--- src/rtl/load_store_unit_pkg.sv ---
// Shared size codes, FSM state encoding and datapath widths for the load/store unit.
package load_store_unit_pkg;

   localparam int unsigned XLEN   = 32;
   localparam int unsigned SIZE_W = 3;
   localparam int unsigned BE_W   = XLEN / 8;

   localparam logic [SIZE_W-1:0] LDST_B  = 3'b000;
   localparam logic [SIZE_W-1:0] LDST_H  = 3'b001;
   localparam logic [SIZE_W-1:0] LDST_W  = 3'b010;
   localparam logic [SIZE_W-1:0] LDST_BU = 3'b100;
   localparam logic [SIZE_W-1:0] LDST_HU = 3'b101;

   typedef enum logic [1:0] {
      LSU_IDLE = 2'd0,
      LSU_BUSY = 2'd1,
      LSU_DONE = 2'd2
   } lsu_state_e;

endpackage

--- src/rtl/load_store_unit_if.sv ---
// Data-memory request/ready bus between the load/store unit and memory.
interface load_store_unit_if;
   import load_store_unit_pkg::*;

   logic            mem_request;
   logic            mem_write_enable;
   logic [BE_W-1:0] mem_byte_enable;
   logic [XLEN-1:0] mem_address;
   logic [XLEN-1:0] mem_write_data;
   logic [XLEN-1:0] mem_read_data;
   logic            mem_ready;

   modport master (
      output mem_request, mem_write_enable, mem_byte_enable, mem_address, mem_write_data,
      input  mem_read_data, mem_ready
   );

   modport slave (
      input  mem_request, mem_write_enable, mem_byte_enable, mem_address, mem_write_data,
      output mem_read_data, mem_ready
   );

endinterface

--- src/rtl/load_store_unit_lane_align.sv ---
// Combinational lane steering: byte enables, replicated store data, extended load data.
module lsu_lane_align
   import load_store_unit_pkg::*;
(
   input  logic [SIZE_W-1:0] size,
   input  logic [1:0]        offset,
   input  logic [XLEN-1:0]   store_data,
   input  logic [XLEN-1:0]   load_raw,
   output logic [BE_W-1:0]   byte_enable_c,
   output logic [XLEN-1:0]   store_lanes_c,
   output logic [XLEN-1:0]   load_data_c
);

   logic [7:0]  byte_sel;
   logic [15:0] half_sel;

   assign byte_sel = load_raw[{offset, 3'b000} +: 8];
   assign half_sel = load_raw[{offset[1], 4'b0000} +: 16];

   always_comb begin
      byte_enable_c = '0;
      store_lanes_c = store_data;
      load_data_c   = '0;
      case (size)
         LDST_B, LDST_BU: begin
            byte_enable_c = 4'b0001 << offset;
            store_lanes_c = {4{store_data[7:0]}};
            load_data_c   = {{24{byte_sel[7] & (size == LDST_B)}}, byte_sel};
         end
         LDST_H, LDST_HU: begin
            byte_enable_c = 4'b0011 << {offset[1], 1'b0};
            store_lanes_c = {2{store_data[15:0]}};
            load_data_c   = {{16{half_sel[15] & (size == LDST_H)}}, half_sel};
         end
         LDST_W: begin
            byte_enable_c = 4'b1111;
            load_data_c   = load_raw;
         end
         default: ;
      endcase
   end

endmodule

--- src/rtl/load_store_unit.sv ---
// Load/store unit: turns a core memory access into one bus transaction, stalling the core until done.
module load_store_unit
   import load_store_unit_pkg::*;
#(
   parameter int unsigned TIMEOUT_CYCLES = 255,
   parameter int unsigned TIMEOUT_WIDTH  = 8
) (
   input  logic              clk,
   input  logic              reset,
   input  logic              core_require,
   input  logic              core_write_enable,
   input  logic [SIZE_W-1:0] core_size,
   input  logic [XLEN-1:0]   core_address,
   input  logic [XLEN-1:0]   core_write_data,
   output logic [XLEN-1:0]   core_read_data,
   output logic              core_stall,
   output logic              misaligned,
   output logic              bus_error,
   load_store_unit_if.master mem
);

   localparam int unsigned TIMEOUT_LAST = (TIMEOUT_CYCLES == 0) ? 0 : TIMEOUT_CYCLES - 1;

   lsu_state_e               state;
   logic [SIZE_W-1:0]        size_q;
   logic [1:0]               offset_q;
   logic [TIMEOUT_WIDTH-1:0] timeout_cnt;

   logic              fault_c;
   logic              accept_c;
   logic              timeout_c;
   logic [SIZE_W-1:0] align_size;
   logic [1:0]        align_offset;
   logic [BE_W-1:0]   align_be;
   logic [XLEN-1:0]   align_wdata;
   logic [XLEN-1:0]   align_rdata;

   // Illegal size codes, unaligned halves/words and unsigned-size stores are all rejected.
   always_comb begin
      fault_c = 1'b1;
      case (core_size)
         LDST_B:  fault_c = 1'b0;
         LDST_H:  fault_c = core_address[0];
         LDST_W:  fault_c = |core_address[1:0];
         LDST_BU: fault_c = core_write_enable;
         LDST_HU: fault_c = core_write_enable | core_address[0];
         default: fault_c = 1'b1;
      endcase
   end

   assign accept_c   = reset && (state == LSU_IDLE) && core_require && !fault_c;
   assign misaligned = reset && (state == LSU_IDLE) && core_require && fault_c;
   assign core_stall = (state == LSU_BUSY) || accept_c;
   assign timeout_c  = (TIMEOUT_CYCLES != 0) && (timeout_cnt == TIMEOUT_WIDTH'(TIMEOUT_LAST));

   // Request side steers from the live core inputs; response side from the latched request.
   assign align_size   = (state == LSU_IDLE) ? core_size : size_q;
   assign align_offset = (state == LSU_IDLE) ? core_address[1:0] : offset_q;

   lsu_lane_align u_lane_align (
      .size          (align_size),
      .offset        (align_offset),
      .store_data    (core_write_data),
      .load_raw      (mem.mem_read_data),
      .byte_enable_c (align_be),
      .store_lanes_c (align_wdata),
      .load_data_c   (align_rdata)
   );

   always_ff @(posedge clk or negedge reset) begin
      if (!reset) begin
         state                <= LSU_IDLE;
         size_q               <= '0;
         offset_q             <= '0;
         timeout_cnt          <= '0;
         core_read_data       <= '0;
         bus_error            <= 1'b0;
         mem.mem_request      <= 1'b0;
         mem.mem_write_enable <= 1'b0;
         mem.mem_byte_enable  <= '0;
         mem.mem_address      <= '0;
         mem.mem_write_data   <= '0;
      end else begin
         case (state)
            LSU_IDLE: begin
               if (accept_c) begin
                  state                <= LSU_BUSY;
                  size_q               <= core_size;
                  offset_q             <= core_address[1:0];
                  timeout_cnt          <= '0;
                  mem.mem_request      <= 1'b1;
                  mem.mem_write_enable <= core_write_enable;
                  mem.mem_byte_enable  <= align_be;
                  mem.mem_address      <= {core_address[XLEN-1:2], 2'b00};
                  mem.mem_write_data   <= align_wdata;
               end
            end
            LSU_BUSY: begin
               if (mem.mem_ready) begin
                  state           <= LSU_DONE;
                  mem.mem_request <= 1'b0;
                  core_read_data  <= mem.mem_write_enable ? '0 : align_rdata;
               end else if (timeout_c) begin
                  state           <= LSU_DONE;
                  mem.mem_request <= 1'b0;
                  core_read_data  <= '0;
                  bus_error       <= 1'b1;
               end else begin
                  timeout_cnt <= timeout_cnt + 1'b1;
               end
            end
            LSU_DONE: begin
               // Result is only meaningful for the single DONE cycle.
               state          <= LSU_IDLE;
               core_read_data <= '0;
               bus_error      <= 1'b0;
            end
            default: state <= LSU_IDLE;
         endcase
      end
   end

endmodule
--- src/flat_wrapper.sv ---
// flat-port wrapper written by rule: the top's interface ports become plain ports
module load_store_unit_flat import load_store_unit_pkg::*;
#(
   parameter int unsigned TIMEOUT_CYCLES = 255,
   parameter int unsigned TIMEOUT_WIDTH  = 8
)
  (clk, reset, core_require, core_write_enable, core_size, core_address, core_write_data, core_read_data, core_stall, misaligned, bus_error, mem_mem_request, mem_mem_write_enable, mem_mem_byte_enable, mem_mem_address, mem_mem_write_data, mem_mem_read_data, mem_mem_ready);
  load_store_unit_if mem_i ();
  input  logic clk;
  input  logic reset;
  input  logic core_require;
  input  logic core_write_enable;
  input  logic [SIZE_W-1:0] core_size;
  input  logic [XLEN-1:0] core_address;
  input  logic [XLEN-1:0] core_write_data;
  output logic [XLEN-1:0] core_read_data;
  output logic core_stall;
  output logic misaligned;
  output logic bus_error;
  output wire logic [$bits(mem_i.mem_request)-1:0] mem_mem_request;
  output wire logic [$bits(mem_i.mem_write_enable)-1:0] mem_mem_write_enable;
  output wire logic [$bits(mem_i.mem_byte_enable)-1:0] mem_mem_byte_enable;
  output wire logic [$bits(mem_i.mem_address)-1:0] mem_mem_address;
  output wire logic [$bits(mem_i.mem_write_data)-1:0] mem_mem_write_data;
  input wire logic [$bits(mem_i.mem_read_data)-1:0] mem_mem_read_data;
  input wire logic [$bits(mem_i.mem_ready)-1:0] mem_mem_ready;
  assign mem_mem_request = mem_i.mem_request;
  assign mem_mem_write_enable = mem_i.mem_write_enable;
  assign mem_mem_byte_enable = mem_i.mem_byte_enable;
  assign mem_mem_address = mem_i.mem_address;
  assign mem_mem_write_data = mem_i.mem_write_data;
  assign mem_i.mem_read_data = mem_mem_read_data;
  assign mem_i.mem_ready = mem_mem_ready;
  load_store_unit #(.TIMEOUT_CYCLES(TIMEOUT_CYCLES), .TIMEOUT_WIDTH(TIMEOUT_WIDTH)) u_core (.clk(clk), .reset(reset), .core_require(core_require), .core_write_enable(core_write_enable), .core_size(core_size), .core_address(core_address), .core_write_data(core_write_data), .core_read_data(core_read_data), .core_stall(core_stall), .misaligned(misaligned), .bus_error(bus_error), .mem(mem_i));
endmodule
--- config.mk ---
export PLATFORM = sky130hd
export DESIGN_NAME = load_store_unit_flat
export DESIGN_NICKNAME = d
export VERILOG_FILES = /design/src/rtl/load_store_unit_pkg.sv /design/src/rtl/load_store_unit_if.sv /design/src/rtl/load_store_unit_lane_align.sv /design/src/rtl/load_store_unit.sv /design/src/flat_wrapper.sv
export SDC_FILE = /design/constraint.sdc
export NUM_CORES = 1
export LEC_CHECK = 0
export ABC_AREA = 0
export ABC_CLOCK_PERIOD_IN_PS = 3200
export BUFFER_PORTS_ARGS = -buffer_cell sky130_fd_sc_hd__buf_2
export CAP_MARGIN = 20
export CELL_PAD_IN_SITES_DETAIL_PLACEMENT = 1
export CELL_PAD_IN_SITES_GLOBAL_PLACEMENT = 2
export CORE_ASPECT_RATIO = 1.2
export CORE_MARGIN = 2
export CORE_UTILIZATION = 31
export DETAILED_ROUTE_END_ITERATION = 16
export HOLD_SLACK_MARGIN = 0.03
export PLACE_DENSITY = 0.89
export SYNTH_ARGS = -nofsm -noshare
export SYNTH_HDL_FRONTEND = slang
export SYNTH_SLANG_ARGS = --single-unit
--- constraint.sdc ---
create_clock -name clk -period 3.2 [get_ports clk]
set_input_delay 0.32 -clock clk [delete_from_list [all_inputs] [get_ports clk]]
set_output_delay 0.32 -clock clk [all_outputs]
set_load 0.02 [all_outputs]
==> metrics, run 1 <==
status completed; setup TNS 0 ns; Final ANT Viol Nets 0; Max VDD drop 368 uV; Setup CP Type reg2reg; Mapped Area 5680 um^2; share of post-route cells with drive strength above 1 32.9%; total clock sinks 116; area grow syn2layout 32.1%; CP max stage cell a21oi_2; Die Span Y 152 um; CP Launch Type register; sequential share of the synthesized area 51.1%; Pwr per Cell Area 1040 nW/um^2; vias per cell 5.10; max-cap violations 0; PortBufs 206; cts hold-fix bufs 0; P_leak 3.91 nW; final WL 18800 um; n_diodes 0; number of global-route vias before repair 5569; gpl congestion 0.796; Synth warnings 0; placeable core area 18000 um^2; cell chain of the critical path inv_1 -> ha_1 -> buf_4 -> mux2i_4 -> mux2i_1 -> or2_1 -> a21oi_2 -> a221o_1; largest net degree at the start of global routing 69; WP data required 3.54 ns; Fmax achieved 372 MHz; crit path time final 2.69 ns; final period utilization 84.0%; Die Area 19400 um^2; Max FO, Critical Path 33; Post-synth EDFFs 0; endpoints failing hold 0; CP Buf/Inv Count 2; Layout fillers 2168; DP HPWL 13700 um; initial antenna violation count 0; gr usage total 19.6%; CTS resizes 0; H-tree levels 4; post-synthesis cell type count 59; most common cell after layout, fill and taps aside buf_2; Slew HR 40.6%; Worst-path clk slew 0.05 ns; Die Width 128 um; I/O Pins 209; Rows 54; worst hold slack 0.0639 ns; Seq cells post-synth 116; commonest non-fill, non-tap cells in the layout 205 x buf_2, 187 x nand2_1, 116 x dfrtp_1, 39 x o21ai_0, 29 x mux2i_1; slowest stage delay, CP 0.60 ns; Residual DRC 0; Post-synth top flop dfrtp_1; Setup violations, final 0; Pwr Total 0.00782 W; GRT overflow 0; drt wl/cell 18.2 um; effective utilization at floorplan 31.5%; via count 5250; RSZ-0062 raised after global routing no; CP Capture Type register; CTS buffer count 17; clk buf depth 2; DRT iter0 DRCs 285; max-slew violation count 0; CTS Root Buffer Type clkbuf_16; syn avg cell area 9.56 um^2; post-synthesis cell count 594; Final Skew 0.0113 ns; nets@finish 902; first-pass GRT wire length 29800 um; Worst Hold Class in2async; Post-CTS Setup Bufs 0; CP Data Arrival Time 3.03 ns; CP top delay family compound AO/OA/AOI/OAI gates; CTS tree done; drt pass-1 iters 4; final core occ 41.6%; Worst-Skew Late Latency 0.42 ns; Least-Margin Pin Slew 0.891 ns; FFs w/ async S/R, synth 100%
cell type report:
cell class / count / area (um^2) / share of cell area (%)
Sequential cell: 116 / 2900 / 38.7
Clock buffer: 22 / 474 / 6.32
Clock inverter: 10 / 153 / 2.03
Multi-Input combinational cell: 429 / 2530 / 33.7
Inverter: 10 / 37.5 / 0.500
Tap cell: 224 / 280 / 3.73
Timing Repair Buffer: 219 / 1130 / 15.1
metrics by stage:
step | std cells | instance area [um^2] | setup WS (ns)
final | 1030 | 7500 | 0.511
after global routing | 1030 | 7500 | 0.374
after CTS | 1029 | 7500 | 0.397
after detailed placement | 997 | 6870 | 0.491
after global placement | 997 | 6870 | 0.568
after floorplan | 595 | 5680 | 0.951
path summary, 6_finish.rpt:
check / from / depth (start not counted) / slack [ns] / end
setup / recovery: u_core.state[0] / 8 / 0.51 / u_core.core_read_data[19]
hold / removal: reset / 2 / 0.06 / u_core.mem.mem_request
setup reg to reg: u_core.state[0] / 8 / 0.51 / u_core.core_read_data[19]
hold reg to reg: u_core.mem.mem_address[22] / 2 / 0.46 / u_core.mem.mem_address[22]
max in group asynchronous: reset / 2 / 2.44 / u_core.mem.mem_address[2]
min in group clk: core_address[30] / 3 / 0.09 / u_core.mem.mem_address[30]
cells by family (layout without fill, tap and decap cells):
group | after synthesis | after routing | synth area share [%]
multiplexers | 36 | 36 | 6.94
buffers and inverters | 50 | 261 | 4.63
flip-flops | 116 | 116 | 51.1
AND/OR/NAND/NOR | 245 | 245 | 18.4
adder cells (fa/ha/maj) | 5 | 5 | 1.10
other | 1 | 2 | 0.0660
AO/OA/AOI/OAI | 141 | 141 | 17.7
worst reg2reg max path, stage by stage (launching register included):
cell	delay, ns
dfrtp_1	0.40
inv_1	0.10
ha_1	0.15
buf_4	0.34
mux2i_4	0.45
mux2i_1	0.12
or2_1	0.24
a21oi_2	0.60
a221o_1	0.22
Yosys cell counts (5+ instances only):
library cell	instances	share of area [%]
o21ai_0	39	3.4
nor2_1	12	0.79
o22ai_1	9	0.99
dfrtp_1	116	51
a22oi_1	17	2.2
nand3_1	12	1.1
buf_2	9	0.79
inv_1	10	0.66
a211oi_1	6	0.79
o311ai_1	6	0.93
a21oi_1	14	1.2
mux2i_1	29	5.1
nor2b_1	9	0.99
ha_1	5	1.1
buf_6	5	0.99
nand2_1	187	12
buf_4	7	0.93
a221o_1	16	2.8
clkbuf_1	17	1.1
power breakdown:
group	internal [W]	leakage [nW]	switching, W
Clock	0.00136	0.310	0.000660
Combinational	0.00115	2.10	0.00217
Sequential	0.00209	1.50	0.000395
layer usage:
metal | up-vias | track usage (%) | part of all wire, %
li1 | 2484 | - | -
met1 | 2543 | 23.3 | 41
met2 | 193 | 33.0 | 49
met3 | 30 | 5.55 | 7.1
met4 | 0 | 8.63 | 2.6
met5 | - | 0 | 0
state kept, by name (all words and copies together), names as in the netlist:
name,count
u_core.mem.mem_write_data,32
u_core.timeout_cnt,8
u_core.mem.mem_write_enable,1
u_core.bus_error,1
u_core.core_read_data,32
u_core.size_q,3
u_core.mem.mem_address,30
u_core.offset_q,2
u_core.mem.mem_byte_enable,4
u_core.mem.mem_request,1
u_core.state,2
Note: power is estimated with default switching activity, not from simulation.
==> run 2: changes to the inputs <==
Settings changed: ABC_CLOCK_PERIOD_IN_PS 3200 to 2150, CORE_UTILIZATION 31 to 26, PLACE_DENSITY 0.89 to 0.8.
Clock period 3.2 ns to 2.15 ns, I/O delays scaled along.
==> run 2 against run 1 <==
Net effect: the flow now finishes with violations (setup timing); sequential cell count is the same; global-route usage shrank 0.94 points; final area grew 19%; sequential share of layout area shrank 6.2 points.
==> metrics, run 2 (synthesis results as in run 1) <==
Clock power frac 24.3%; first-pass GRT wire length 33900 um; Final Skew 0.0112 ns; WP data required 1.93 ns; I/O Pins 209; Fmax achieved 458 MHz; final period utilization 101%; max-cap violations 0; Residual DRC 0; Layout fillers 2450; GRT overflow 0; H-tree levels 4; DP HPWL 14900 um; CTS Root Buffer Type clkbuf_16; sequential power share 27.9%; most common cell after layout, fill and taps aside buf_2; CP Capture Type primary output; nets@finish 1005; P_leak 4.59 nW; Post-Layout Inst Area 8940 um^2; drt wl/cell 18.9 um; commonest non-fill, non-tap cells in the layout 204 x buf_2, 187 x nand2_1, 116 x dfrtp_1, 60 x buf_4, 38 x o21ai_0; Worst-path clk slew 0.06 ns; Pwr per Cell Area 1480 nW/um^2; Sw Pwr 0.00530 W; crit path time final 2.18 ns; gr usage total 18.7%; Regs by FF count u_core.core_read_data (32), u_core.mem.mem_write_data (32), u_core.mem.mem_address (30); area grow syn2layout 57.4%; Rows 59; final WL 22400 um; Die Width 139 um; status finished with violations; CP Launch Type register; total clock sinks 116; Least-Margin Pin Slew 0.575 ns; Max VDD drop 675 uV; Internal 0.00793 W; Die Area 23100 um^2; vias per cell 4.91; CTS tree done; gpl congestion 0.806; number of global-route vias before repair 6050; Sw Share 40.0%; min setup slack post-route -0.0316 ns; multi-input logic area 2720 um^2; share of post-route cells with drive strength above 1 40.2%; Setup CP Type reg2out; endpoints failing hold 0; Die Span Y 166 um; sequential cell area 2900 um^2; max-slew violation count 0; DRT iter0 DRCs 213; Max FO, Critical Path 8; drt pass-1 iters 4; Worst-Skew Late Latency 0.42 ns; setup TNS -0.169 ns; final core occ 41.5%; PortBufs 206; worst hold slack 0.0492 ns; Worst Hold Class in2reg; initial antenna violation count 2; Final ANT Viol Nets 0; largest net degree at the start of global routing 43; Comb power frac 47.8%; Setup violations, final 16; Slew HR 61.7%; failing checks setup timing; DP Area 7300 um^2; CP Data Arrival Time 1.97 ns; RSZ-0062 raised after global routing yes; placeable core area 21600 um^2; clk buf depth 2; via count 5808; CTS buffer count 17; effective utilization at floorplan 26.4%
==> run 2: changes by cell type in the layout (fill, tap and decap cells not counted), moves of 3 or more <==
| cell | change |
|---|---|
| dlygate4sd3_1 | +32 |
| clkbuf_16 | +3 |
| a21oi_1 | -3 |
| a21oi_4 | +3 |
| buf_4 | +46 |
| buf_6 | +7 |
| bufbuf_16 | +3 |
| nand3_1 | -5 |
| buf_12 | +11 |
| inv_1 | -3 |
| nand3_2 | +5 |
==> run 2: worst paths after layout <==
path	from	end	slack, ns	depth (start not counted)
max	u_core.state[1]	core_stall	-0.03	9
min	core_write_data[2]	u_core.mem.mem_write_data[2]	0.05	3
max reg2reg	u_core.state[1]	u_core.core_read_data[31]	-0.02	11
min reg2reg	u_core.mem.mem_address[6]	u_core.mem.mem_address[6]	0.47	2
max in group asynchronous	reset	u_core.mem.mem_write_data[30]	0.75	4
min in group asynchronous	reset	u_core.state[0]	0.46	3
==> run 2: area by class of cell <==
cell class,count,share of cell area [%]
flip-flops and latches,116,32.5
multi-input cells,430,30.4
repair buffers,321,25.5
clock buffers,22,5.41
well taps,274,3.83
clock inverters,9,1.94
inverters,10,0.462
diodes,1,0.0280
==> run 2: metal layers <==
layer | routed length (um) | up-vias | track usage (%)
met3 | 1440 | 38 | 5.19
li1 | - | 2697 | -
met4 | 743 | 2 | 7.60
met1 | 9230 | 2856 | 22.9
met5 | 11 | - | 0
met2 | 11000 | 215 | 31.1
==> run 2: power groups by stage <==
stage          sequential (W)  clock (W)  combinational, W
4_1_cts               0.00369    0.00327           0.00596
5_1_grt               0.00383    0.00335           0.00685
6_report              0.00369    0.00321           0.00633
2_1_floorplan         0.00467          0           0.00228
3_5_place_dp          0.00370          0           0.00556
3_3_place_gp          0.00368          0           0.00545
==> run 2: repair_timing <==
| item | 4_1_cts | 5_1_grt |
|---|---|---|
| gates cloned | 3 | 5 |
| pin swaps | 3 | 10 |
| setup buffers | 12 | 14 |
| setup endpoints to repair | 34 | 80 |
| hold buffers | 32 | 0 |
| resized for setup | 17 | 32 |
| hold endpoints to repair | 105 | 0 |
==> run 2: through the flow <==
| stage | total power, W | instances | setup WS (ns) |
|---|---|---|---|
| floorplan | 0.00695 | 595 | 0.00560 |
| global placement | 0.00913 | 1086 | -0.346 |
| detailed placement | 0.00926 | 1086 | -0.486 |
| CTS | 0.0129 | 1164 | -0.0500 |
| global route | 0.0140 | 1183 | -0.154 |
| finish | 0.0132 | 1183 | -0.0316 |
==> run 2: critical path, cell delays in order (launching register included) <==
cell and delay (ns):
dfrtp_1 0.40, inv_2 0.09, ha_4 0.17, buf_12 0.13, buf_6 0.13, nand3_2 0.08, o21bai_4 0.20, buf_12 0.14
nand2_1 0.07, buf_6 0.12
==> run 3: changes to the inputs <==
Settings changed: PLACE_DENSITY 0.8 to unset, PLACE_DENSITY_LB_ADDON set to 0.1.
==> run 3 against run 2 <==
Net effect: the run now ends clean; final area is 5.6% lower; combinational power decreased by 7.0%; clock skew hardly changed; via count shrank 2.5%; first-iteration DRC count fell by 10%; count of clock-buffer cells in the layout down 4; clock power is 10% lower; critical path depth increased by 1; sequential share of layout area is 1.9 points higher; critical path type is now reg2reg; critical endpoint is now u_core.core_read_data[29].
==> metrics, run 3 (synthesis results as in run 1) <==
Worst Hold Class in2reg; Critical path origin u_core.state[1]; placeable core area 21600 um^2; Rows 59; CTS tree done; cell chain of the critical path inv_2 -> ha_4 -> buf_12 -> buf_4 -> mux2i_4 -> mux2i_1 -> or2_1 -> a21oi_4 -> clkbuf_16 -> a221o_1; Die Span Y 166 um; sequential cell area 2900 um^2; CTS buffer count 17; nets@finish 980; Slew HR 56.1%; n_diodes 0; Die Width 139 um; DP HPWL 15300 um; via count 5665; Fmax achieved 471 MHz; share of post-route cells with drive strength above 1 37.0%; Setup CP Type reg2reg; Least-Margin Pin Slew 0.659 ns; Final ANT Viol Nets 0; vias per cell 4.89; RSZ-0062 raised after global routing yes; Hold Crit Start core_write_data[3]; Max VDD drop 629 uV; max-cap violations 0; effective utilization at floorplan 26.4%; multi-input logic area 2610 um^2; GRT overflow 0; worst hold slack 0.0596 ns; Worst-path clk slew 0.06 ns; max-slew violation count 0; I/O Pins 209; WP data required 2.46 ns; fin cells 1158; Regs by FF count u_core.core_read_data (32), u_core.mem.mem_write_data (32), u_core.mem.mem_address (30); Final Skew 0.0111 ns; final WL 21700 um; Die Area 23100 um^2; crit path time final 2.12 ns; final period utilization 98.7%; clk buf depth 2; CP max stage cell dfrtp_1; H-tree levels 4; first-pass GRT wire length 33800 um; CP Launch Type register; DP Cell Count 1079; status completed; largest net degree at the start of global routing 117; P_leak 4.31 nW; Residual DRC 0; reg-to-reg startpoint u_core.state[1]; drt wl/cell 18.8 um; Setup violations, final 0; number of global-route vias before repair 6099; Max FO, Critical Path 9; CP Capture Type register; drt pass-1 iters 4; slowest stage delay, CP 0.40 ns; Layout fillers 2520; Pwr per Cell Area 1480 nW/um^2; gpl congestion 0.795; initial antenna violation count 2; PortBufs 206; total clock sinks 116; commonest non-fill, non-tap cells in the layout 205 x buf_2, 187 x nand2_1, 116 x dfrtp_1, 43 x buf_4, 39 x o21ai_0; endpoints failing hold 0; CTS Root Buffer Type clkbuf_16; Worst-Skew Late Latency 0.42 ns; most common cell after layout, fill and taps aside buf_2; area grow syn2layout 48.6%; CP Data Arrival Time 2.43 ns; DRT iter0 DRCs 191; gr usage total 18.5%
run 3: cell count changes in the layout (fill, tap and decap cells not counted), sizes merged:
cell      change
clkbuf        -5
inv           +3
bufinv        -3
bufbuf        -3
clkinvlp      +5
diode         -1
buf          -21
run 3: power by group:
group,internal [W],switching (W),leakage [nW]
clock network,0.00174,0.00114,0.271
registers,0.00311,0.000601,1.50
logic,0.00239,0.00350,2.54
total,0.00724,0.00524,4.31
run 3: cell type report:
class                   count  share of cell area (%)
clock buffers              18                    5.20
well taps                 274                    4.06
repair buffers            296                    23.2
inverters                  10                   0.445
multi-input cells         430                    30.9
flip-flops and latches    116                    34.4
clock inverters            14                    1.82
run 3: metal layers:
metal	part of all wire, %	track usage, %
met4	1.9	5.84
met1	41	21.8
met3	5.9	5.82
met5	0.13	0
met2	51	32.2
run 3: repair_timing:
action,CTS,global route
resized for setup,8,16
gates cloned,1,2
endpoints found under the hold margin,147,0
hold buffers,32,0
buffers inserted,4,8
pin swaps,1,6
setup endpoints to repair,34,75
run 3: critical path, delay by kind of cell (launching register included):
kind	cells	cell delay, ns
compound gates	2	0.35
flops	1	0.40
fa+ha+maj	1	0.14
simple gates	1	0.16
mux	2	0.43
buf+inv	4	0.52
run 3: final timing paths:
kind | slack [ns] | cells after the start | endpoint
min in group asynchronous | 0.50 | 3 | u_core.timeout_cnt[2]
max reg2reg | 0.03 | 10 | u_core.core_read_data[29]
max in group asynchronous | 1.17 | 3 | u_core.mem.mem_address[24]
max | 0.03 | 10 | u_core.core_read_data[29]
min reg2reg | 0.47 | 2 | u_core.mem.mem_write_data[4]
min | 0.06 | 3 | u_core.mem.mem_write_data[3]
run 3: through the flow:
| stage | TNS (ns) | utilization, % | worst slack, ns | cell area (um^2) | power [W] |
|---|---|---|---|---|---|
| after floorplan | 0 | - | 0.00560 | 5680 | 0.00695 |
| after global placement | -0.815 | 33.8 | -0.0541 | 7290 | 0.00909 |
| after detailed placement | -3.58 | 33.8 | -0.214 | 7290 | 0.00927 |
| after CTS | 0 | 38.4 | 0.00177 | 8270 | 0.0123 |
| after global routing | -0.691 | 39.2 | -0.0546 | 8440 | 0.0133 |
| final | 0 | 39.2 | 0.0284 | 8440 | 0.0125 |
